File: src/rtl/multicycle_ctrl.sv
// Multicycle RV32I control FSM: sequences FETCH/DECODE/EXEC/MEM/WB,
// drives datapath strobes, counts retired instructions and guards every
// memory access with a wait-cycle timeout.
module multicycle_ctrl #(
  parameter int unsigned MEM_TIMEOUT = 255
) (
  input  logic        clk,
  input  logic        rst,
  input  logic [6:0]  opcode,
  input  logic        mem_ready,
  input  logic        branch_taken,
  output logic [2:0]  state,
  output logic        mem_req,
  output logic        mem_we,
  output logic        mem_addr_sel,
  output logic        ir_we,
  output logic        pc_we,
  output logic [1:0]  pc_sel,
  output logic        rf_we,
  output logic [1:0]  wb_sel,
  output logic        halted,
  output logic        illegal,
  output logic        bus_err,
  output logic [31:0] retire_cnt
);

  typedef enum logic [2:0] {
    S_FETCH  = 3'd0,
    S_DECODE = 3'd1,
    S_EXEC   = 3'd2,
    S_MEM    = 3'd3,
    S_WB     = 3'd4,
    S_HALT   = 3'd5
  } state_t;

  localparam logic [6:0] OP_LUI    = 7'b0110111;
  localparam logic [6:0] OP_AUIPC  = 7'b0010111;
  localparam logic [6:0] OP_JAL    = 7'b1101111;
  localparam logic [6:0] OP_JALR   = 7'b1100111;
  localparam logic [6:0] OP_BRANCH = 7'b1100011;
  localparam logic [6:0] OP_LOAD   = 7'b0000011;
  localparam logic [6:0] OP_STORE  = 7'b0100011;
  localparam logic [6:0] OP_IMM    = 7'b0010011;
  localparam logic [6:0] OP_REG    = 7'b0110011;
  localparam logic [6:0] OP_FENCE  = 7'b0001111;
  localparam logic [6:0] OP_SYSTEM = 7'b1110011;

  state_t      r_state;
  state_t      w_nextState;
  logic [15:0] r_waitCnt;
  logic [16:0] w_waitInc;
  logic        w_timeout;
  logic [31:0] r_retireCnt;
  logic        r_illegal;
  logic        r_busErr;
  logic        w_retire;
  logic        w_setIllegal;
  logic        w_setBusErr;
  logic        w_legal;

  // The count this cycle would reach if the memory keeps stalling; the
  // access is abandoned once that count hits the timeout budget.
  assign w_waitInc = {1'b0, r_waitCnt} + 17'd1;
  assign w_timeout = (w_waitInc >= 17'(MEM_TIMEOUT));

  // Opcode legality check, used in DECODE to trap unknown instructions.
  always_comb begin
    w_legal = 1'b0;
    case (opcode)
      OP_LUI, OP_AUIPC, OP_JAL, OP_JALR, OP_BRANCH, OP_LOAD, OP_STORE,
      OP_IMM, OP_REG, OP_FENCE, OP_SYSTEM: w_legal = 1'b1;
      default: w_legal = 1'b0;
    endcase
  end

  // Next-state and strobe decode; everything is held at zero while reset is
  // asserted so an interrupted memory request is dropped immediately.
  always_comb begin
    w_nextState  = r_state;
    mem_req      = 1'b0;
    mem_we       = 1'b0;
    mem_addr_sel = 1'b0;
    ir_we        = 1'b0;
    pc_we        = 1'b0;
    pc_sel       = 2'd0;
    rf_we        = 1'b0;
    wb_sel       = 2'd0;
    halted       = 1'b0;
    w_retire     = 1'b0;
    w_setIllegal = 1'b0;
    w_setBusErr  = 1'b0;
    if (!rst) begin
      case (r_state)
        S_FETCH: begin
          mem_req = 1'b1;
          if (mem_ready) begin
            ir_we       = 1'b1;
            w_nextState = S_DECODE;
          end else if (w_timeout) begin
            w_nextState = S_HALT;
            w_setBusErr = 1'b1;
          end
        end
        S_DECODE: begin
          if (w_legal) begin
            w_nextState = S_EXEC;
          end else begin
            w_nextState  = S_HALT;
            w_setIllegal = 1'b1;
          end
        end
        S_EXEC: begin
          case (opcode)
            OP_LOAD, OP_STORE: w_nextState = S_MEM;
            OP_BRANCH: begin
              pc_we       = 1'b1;
              pc_sel      = branch_taken ? 2'd1 : 2'd0;
              w_retire    = 1'b1;
              w_nextState = S_FETCH;
            end
            OP_FENCE: begin
              pc_we       = 1'b1;
              w_retire    = 1'b1;
              w_nextState = S_FETCH;
            end
            OP_SYSTEM: begin
              w_retire    = 1'b1;
              w_nextState = S_HALT;
            end
            default: w_nextState = S_WB;
          endcase
        end
        S_MEM: begin
          mem_req      = 1'b1;
          mem_addr_sel = 1'b1;
          mem_we       = (opcode == OP_STORE);
          if (mem_ready) begin
            if (opcode == OP_STORE) begin
              pc_we       = 1'b1;
              w_retire    = 1'b1;
              w_nextState = S_FETCH;
            end else begin
              w_nextState = S_WB;
            end
          end else if (w_timeout) begin
            w_nextState = S_HALT;
            w_setBusErr = 1'b1;
          end
        end
        S_WB: begin
          rf_we       = 1'b1;
          pc_we       = 1'b1;
          w_retire    = 1'b1;
          w_nextState = S_FETCH;
          case (opcode)
            OP_LOAD:         wb_sel = 2'd1;
            OP_JAL, OP_JALR: wb_sel = 2'd2;
            OP_LUI:          wb_sel = 2'd3;
            default:         wb_sel = 2'd0;
          endcase
          case (opcode)
            OP_JAL:  pc_sel = 2'd1;
            OP_JALR: pc_sel = 2'd2;
            default: pc_sel = 2'd0;
          endcase
        end
        S_HALT: halted = 1'b1;
        default: w_nextState = S_HALT;
      endcase
    end
  end

  // State register, retire counter, memory wait counter and sticky errors.
  always_ff @(posedge clk or posedge rst) begin
    if (rst) begin
      r_state     <= S_FETCH;
      r_waitCnt   <= 16'd0;
      r_retireCnt <= 32'd0;
      r_illegal   <= 1'b0;
      r_busErr    <= 1'b0;
    end else begin
      r_state <= w_nextState;
      if (w_retire) begin
        r_retireCnt <= r_retireCnt + 32'd1;
      end
      if (w_setIllegal) begin
        r_illegal <= 1'b1;
      end
      if (w_setBusErr) begin
        r_busErr <= 1'b1;
      end
      if ((w_nextState != r_state) &&
          ((w_nextState == S_FETCH) || (w_nextState == S_MEM))) begin
        r_waitCnt <= 16'd0;
      end else if (mem_req && !mem_ready) begin
        r_waitCnt <= w_waitInc[15:0];
      end
    end
  end

  assign state      = r_state;
  assign retire_cnt = r_retireCnt;
  assign illegal    = r_illegal;
  assign bus_err    = r_busErr;

endmodule

File: config.mk
export PLATFORM = sky130hd
export DESIGN_NAME = multicycle_ctrl
export DESIGN_NICKNAME = d
export VERILOG_FILES = /design/src/rtl/multicycle_ctrl.sv
export SDC_FILE = /design/constraint.sdc
export NUM_CORES = 1
export LEC_CHECK = 0
export ABC_AREA = 1
export BUFFER_PORTS_ARGS = -buffer_cell sky130_fd_sc_hd__buf_2
export CAP_MARGIN = 25
export CORE_MARGIN = 10
export CORE_UTILIZATION = 55
export CTS_CLUSTER_DIAMETER = 120
export DETAILED_ROUTE_END_ITERATION = 8
export GPL_TIMING_DRIVEN = 0
export PLACE_DENSITY = 0.78
export SLEW_MARGIN = 25
export SYNTH_ARGS = -nofsm -noshare
export SYNTH_HDL_FRONTEND = slang
export SYNTH_SLANG_ARGS = --single-unit
File: constraint.sdc
create_clock -name clk -period 3.8 [get_ports clk]
set_input_delay 0 -clock clk [delete_from_list [all_inputs] [get_ports clk]]
set_output_delay 0 -clock clk [all_outputs]
set_load 0.01 [all_outputs]
## Yosys cells after proc, flatten, opt, wreduce, memory -nomap -nowiden

Cells that the tools add are included.

- Register bits: 53
- Bits of input ports: 11
- Output and inout bits: 48
- Word-level logic and storage cells: 86

- $add $sub $neg: 2
- Order comparisons: 1
- Equality and inequality tests: 18
- Mux-type cells: 47
- Reduce and logical (&&, ||, !) cells: 13

Operators by type and width:

| cell | number |
|---|---|
| adder 32 x 1 -> 32 bit (second input constant) | 1 |
| 2-to-1 mux 16 bit | 2 |
| 2-to-1 mux 1 bit | 29 |
| == test 7 bit (second input constant) | 4 |
| == test 7 x 6 -> 1 bit (second input constant) | 3 |
| 2-to-1 mux 3 bit | 6 |
| one-hot mux 3 bit (6 select lines) | 1 |
| adder 16 x 1 -> 17 bit (second input constant) | 1 |
| >= comparator 17 x 8 -> 1 bit (second input constant) | 1 |
| == test 7 x 5 -> 1 bit (second input constant) | 2 |
| OR reduction 11 bit | 1 |
| == test 3 x 2 -> 1 bit (second input constant) | 3 |
| one-hot mux 3 bit (3 select lines) | 1 |
| one-hot mux 2 bit (2 select lines) | 2 |
| OR reduction 2 bit | 4 |
| == test 7 x 2 -> 1 bit (second input constant) | 1 |
| == test 7 x 4 -> 1 bit (second input constant) | 1 |
| == test 3 bit (second input constant) | 2 |
| zero test 3 bit | 2 |
| 2-to-1 mux 2 bit | 3 |
| one-hot mux 1 bit (3 select lines) | 2 |
| one-hot mux 2 bit (3 select lines) | 1 |
| == test 3 x 1 -> 1 bit (second input constant) | 1 |
| != test 3 bit | 1 |
| other kinds (5) | 6 |

## Depth between registers and ports, before layout

- Depth after elaboration: 10
- Mapped depth: 19
- Gate-level depth less buffers: 18

## Worst setup path before layout

OpenSTA, ideal clock, no wires.

- Path type: in2reg
- Start: input port rst
- End: register r_retireCnt[24] (netlist: retire_cnt[24])
- Library setup time: 0.123 ns
- Data arrival time: 2.186 ns
- Data required time: 3.677 ns
- Slack: 1.491 ns
- Stages on the path: 6
- Buffers on the path: 0
- Path through: inv_1 > nand2_2 > nor4_1 > nand2_1 > o21ai_0 > nand2_1

- Word-level cells in the longest chain between the ends: 1

Ends and longest elaborated chain:

| what | line | RTL |
|---|---|---|
| start, declared | 8 | `input logic rst,` |
| 2-to-1 mux 1 bit | 92 | `if (!rst) begin` |
| end signal, assigned | 184 | `r_retireCnt <= r_retireCnt + 32'd1;` |
| end, declared | 53 | `logic [31:0] r_retireCnt;` |

Every way passes these cells.
A chain may end at the register's enable or synchronous reset.

## Worst setup path in the final report

- Start: register r_waitCnt[0]
- End: register r_waitCnt[0]

- Word-level cells in the longest chain between the ends: 10
- Elaborated cells between the ends (all ways): 15
- Those cells by class: 1 x add/sub; 1 x order compare; 2 x eq/ne; 7 x mux; 4 x reduce/logical

Ends and longest elaborated chain:

| what | line | RTL |
|---|---|---|
| start, declared | 50 | `logic [15:0] r_waitCnt;` |
| start signal, assigned | 196 | `r_waitCnt <= w_waitInc[15:0];` |
| adder 16 x 1 -> 17 bit * | 63 | `assign w_waitInc = {1'b0, r_waitCnt} + 17'd1;` |
| >= comparator 17 x 8 -> 1 bit | 64 | `assign w_timeout = (w_waitInc >= 17'(MEM_TIMEOUT));` |
| 2-to-1 mux 3 bit | 99, 145 |  |
| 2-to-1 mux 3 bit (on tied branches) | 137, 96 |  |
| one-hot mux 3 bit (6 select lines) | 93 | `case (r_state)` |
| 2-to-1 mux 3 bit | 92 |  |
| == test 3 x 2 -> 1 bit / zero test 3 bit (equally long branches) | 193 | `((w_nextState == S_FETCH) \|\| (w_nextState == S_MEM))) begin` |
| logical OR 1 bit | 193 |  |
| logical AND 1 bit | 192 | `if ((w_nextState != r_state) &&` |
| 2-to-1 mux 16 bit / nonzero test 2 bit (equally long branches) | n/a |  |

Every way passes the cells marked *; elsewhere a longest branch is shown, timed or not. The select of a mux whose other input is x is not followed.

==> key figures <==
STA
  • Tcrit/Tclk final: 0.647
  • Final setup skew: 5.05 ps
  • Setup repair after global routing missed its margin: no
  • Worst Hold Margin: 95.6 ps
  • Transition time of the tightest slew-check pin: 469 ps
  • Final Hold Viols: 0
  • Worst slew slack as a fraction of its limit: 0.684
  • Total Neg Setup Slack: 0 ps
  • Number of pins with negative max-slew slack in the final report: 0
  • Shortest period the worst path allows: 2460 ps
  • Fin worst setup slack: 1340 ps
  • Final setup violation count: 0
  • Achievable Freq: 407 MHz

Logic synthesis
  • Post-synthesis area per instance: 7.04 sq um
  • Synthesized netlist net count: 521
  • Synthesized netlist cell count: 507
  • #FFs+latches synth: 53
  • Top post-synthesis cells by area: sky130_fd_sc_hd__dfrtp_1 37%, sky130_fd_sc_hd__nand2_1 15%, sky130_fd_sc_hd__nor2_1 6.5%
  • Synth top cells by count: 143 x sky130_fd_sc_hd__nand2_1, 62 x sky130_fd_sc_hd__nor2_1, 60 x sky130_fd_sc_hd__inv_1
  • Yosys warnings: 0
  • Number of flops mapped to enable cells by yosys: 0
  • Distinct cells, synth: 36
  • Cell type contributing the most total cell area after synthesis: sky130_fd_sc_hd__dfrtp_1
  • Dominant synthesized flop cell: sky130_fd_sc_hd__dfrtp_1
  • Mapped Area: 3570 sq um
  • Sequential element share of the synthesized area: 0.372
  • Proportion of register bits with asynchronous set or reset after synthesis: 1.00
  • Top cell type's share of synthesized area: 0.372
  • Most frequently used cell type in the post-synthesis netlist: sky130_fd_sc_hd__nand2_1

Detailed routing
  • Count of antenna-violating nets left after detailed routing: 0
  • DR iter-0 viols: 102
  • Wire length per cell after detailed routing: 12.8 um
  • Drt total wl: 8.35 mm
  • Routed via count: 3,316
  • DR DRC count: 0
  • Drt first pass iters: 4
  • Average via count per standard cell: 5.09

Placement
  • Minimum setup slack after placement: 1370 ps
  • Port buffer count: 58
  • Post-detailed-placement half-perimeter wirelength: 6.66 mm
  • Number of placed instances, taps included: 643
  • Final RePlAce weighted congestion: 0.893

Floorplan
  • IO Count: 59
  • DIE WIDTH: 101 um
  • Starting Density: 0.565
  • Vert. Die Dim: 101 um
  • Die Outline Area: 10,100 sq um
  • Row count: 29
  • Placeable core region: 6310 sq um

Critical path
  • Cell Chain, Critical Path: ha_1, nand2_1, nor2_4, nand3_1, nand2_1, nand2_1, nor2_1, nand2_1, nor2_2, nand2_2, o21bai_2, nand3_1, nand2_2, nand3_4, buf_6, nand2_2, inv_2
  • Total buffers and inverters traversed by the critical path: 2
  • Kind of critical path: reg2reg
  • Required time at the endpoint of the critical path: 4010 ps
  • Crit. End Element: register
  • Most repeated library cell on the critical path: sky130_fd_sc_hd__nand2_1
  • Signal arrival time at the worst endpoint: 2660 ps
  • Critical path fanouts, max: 10
  • Worst path max stage delay: 410 ps
  • CP delay by family, top: simple AND/OR/NAND/NOR gates
  • Slowest cell on the critical path: sky130_fd_sc_hd__dfrtp_1
  • Critical path startpoint category: register

Global routing
  • Wire length of the first global-routing pass: 14.3 mm
  • Via count of the first global-routing pass: 3,229
  • Total congestion overflow: 0
  • Maximum number of pins on one net before global-route repair: 46
  • Number of antenna violations at the first check in global routing: 0
  • Overall fraction of global-route tracks in use: 0.171

Run
  • Maximum capacitance violations: 0

Clocking
  • CTS tree: done
  • Count of cells resized by post-cts repair: 0
  • Maximum level of the CTS H-tree: 2
  • Sink Count: 53
  • Clock latency on the worst-skew pair: 300 ps
  • Number of clock buffers inserted by TritonCTS: 5
  • Bufs on Longest Clock Path: 2
  • Clock transition at the register clock pins on the worst setup and hold paths after CTS: 90 ps
  • Cell chosen for the clock root: sky130_fd_sc_hd__clkbuf_8

Finish
  • Area Growth Syn to Fin: 14.4%
  • Antenna diode count: 0
  • Share of layout cells above drive strength 1: 0.199
  • Final layout net count: 588
  • Number of cells in the finished layout apart from fillers: 651

Power
  • Ratio of total power to cell area: 361 nW/um^2
  • Combinational group share of total power: 0.307
  • Fraction of power spent switching nets: 0.366
  • Share of power burned in registers: 0.473
  • Sw power: 539 uW
  • Static Leakage: 2.10 nW
  • Clk network pwr share: 0.221
  • Cell-internal power: 934 uW
  • Worst vdd ir: 0.000237 V

Worst hold path
  • Hold WC Path Type: in2reg

Status
  • Result of the run: completed
==> flip-flops by register name, summed over array words and instances (netlist names) <==
name and count:
bus_err 1, state 3, retire_cnt 32, r_waitCnt 16
illegal 1
==> tightest hold or removal path: cells and delay by family <==
kind | cells | cell delay, ps
AND/OR/NAND/NOR | 1 | 100
buffers and inverters | 1 | 110
AO/OA/AOI/OAI | 2 | 150
==> kinds of logic (layout without fill, tap and decap cells) <==
| family | count (synthesis) | count (layout) | synth area share |
|---|---|---|---|
| AOI/OAI and AO/OA | 37 | 37 | 0.0575 |
| xor gates and xnor gates | 33 | 33 | 0.0810 |
| adders and majority gates | 3 | 3 | 0.0105 |
| buffers and inverters | 77 | 144 | 0.0835 |
| DFF | 53 | 53 | 0.372 |
| and+or+nand+nor | 304 | 304 | 0.396 |
==> through the flow <==
stage	util	power, mW	cell area [sq um]
after floorplan	-	1.01	3570
after CTS	0.646	1.49	4080
after detailed placement	0.631	1.16	3980
after global placement	0.626	1.14	3950
after global routing	0.646	1.58	4080
final	0.646	1.47	4080
==> per-layer routing <==
metal,part of all wire,global-route usage,vias up
li1,-,-,1732
met1,0.44,0.204,1526
met2,0.52,0.299,52
met3,0.032,0.0343,6
met4,0.0092,0.0543,0
met5,0,0,-
==> final cells by class <==
class	instances	area [sq um]
well taps	77	96.3
multi-input cells	377	1940
plain buffers	6	30.0
inverters	71	270
repair buffers	60	328
flip-flops and latches	53	1330
clock buffers	7	86.3
fillers	590	2230
==> path summary, 6_finish.rpt <==
check,from,to,slack [ps],cells past startpoint
setup / recovery,r_waitCnt[0]$_DFFE_PP0P_,r_waitCnt[0]$_DFFE_PP0P_,1340,17
hold / removal,mem_ready,state[0]$_DFF_PP0_,100,4
setup reg to reg,r_waitCnt[0]$_DFFE_PP0P_,r_waitCnt[0]$_DFFE_PP0P_,1340,17
hold reg to reg,bus_err$_DFFE_PP0P_,bus_err$_DFFE_PP0P_,470,1
max in group asynchronous,rst,r_waitCnt[1]$_DFFE_PP0P_,3180,4
min in group asynchronous,rst,state[1]$_DFF_PP0_,160,3
==> cells in the final DEF, fill, tap and decap left out, types with 7 or more instances in the layout <==
master,Yosys,routed
sky130_fd_sc_hd__inv_2,10,10
sky130_fd_sc_hd__nand3_1,30,30
sky130_fd_sc_hd__nor2_1,62,62
sky130_fd_sc_hd__xnor2_1,7,7
sky130_fd_sc_hd__nand4_1,10,10
sky130_fd_sc_hd__inv_1,60,59
sky130_fd_sc_hd__xor2_1,26,26
sky130_fd_sc_hd__nand2_1,143,143
sky130_fd_sc_hd__dfrtp_1,53,53
sky130_fd_sc_hd__nand2_2,18,18
sky130_fd_sc_hd__o21ai_0,24,24
sky130_fd_sc_hd__buf_2,0,58
sky130_fd_sc_hd__nor3_1,14,14
==> repair_timing <==
| item | in CTS | in global routing |
|---|---|---|
| hold buffers | 1 | 0 |
| buffers inserted | 0 | 0 |
| endpoints found under the hold margin | 53 | 0 |
==> power by group through the flow <==
stage               Combinational, mW  Sequential [mW]  Clock [mW]
finish                          0.451            0.696       0.325
global route                    0.512            0.708       0.356
CTS                             0.460            0.696       0.339
detailed placement              0.456            0.706           0
global placement                0.440            0.703           0
floorplan                       0.290            0.717           0
Note: power is estimated with default switching activity, not from simulation.
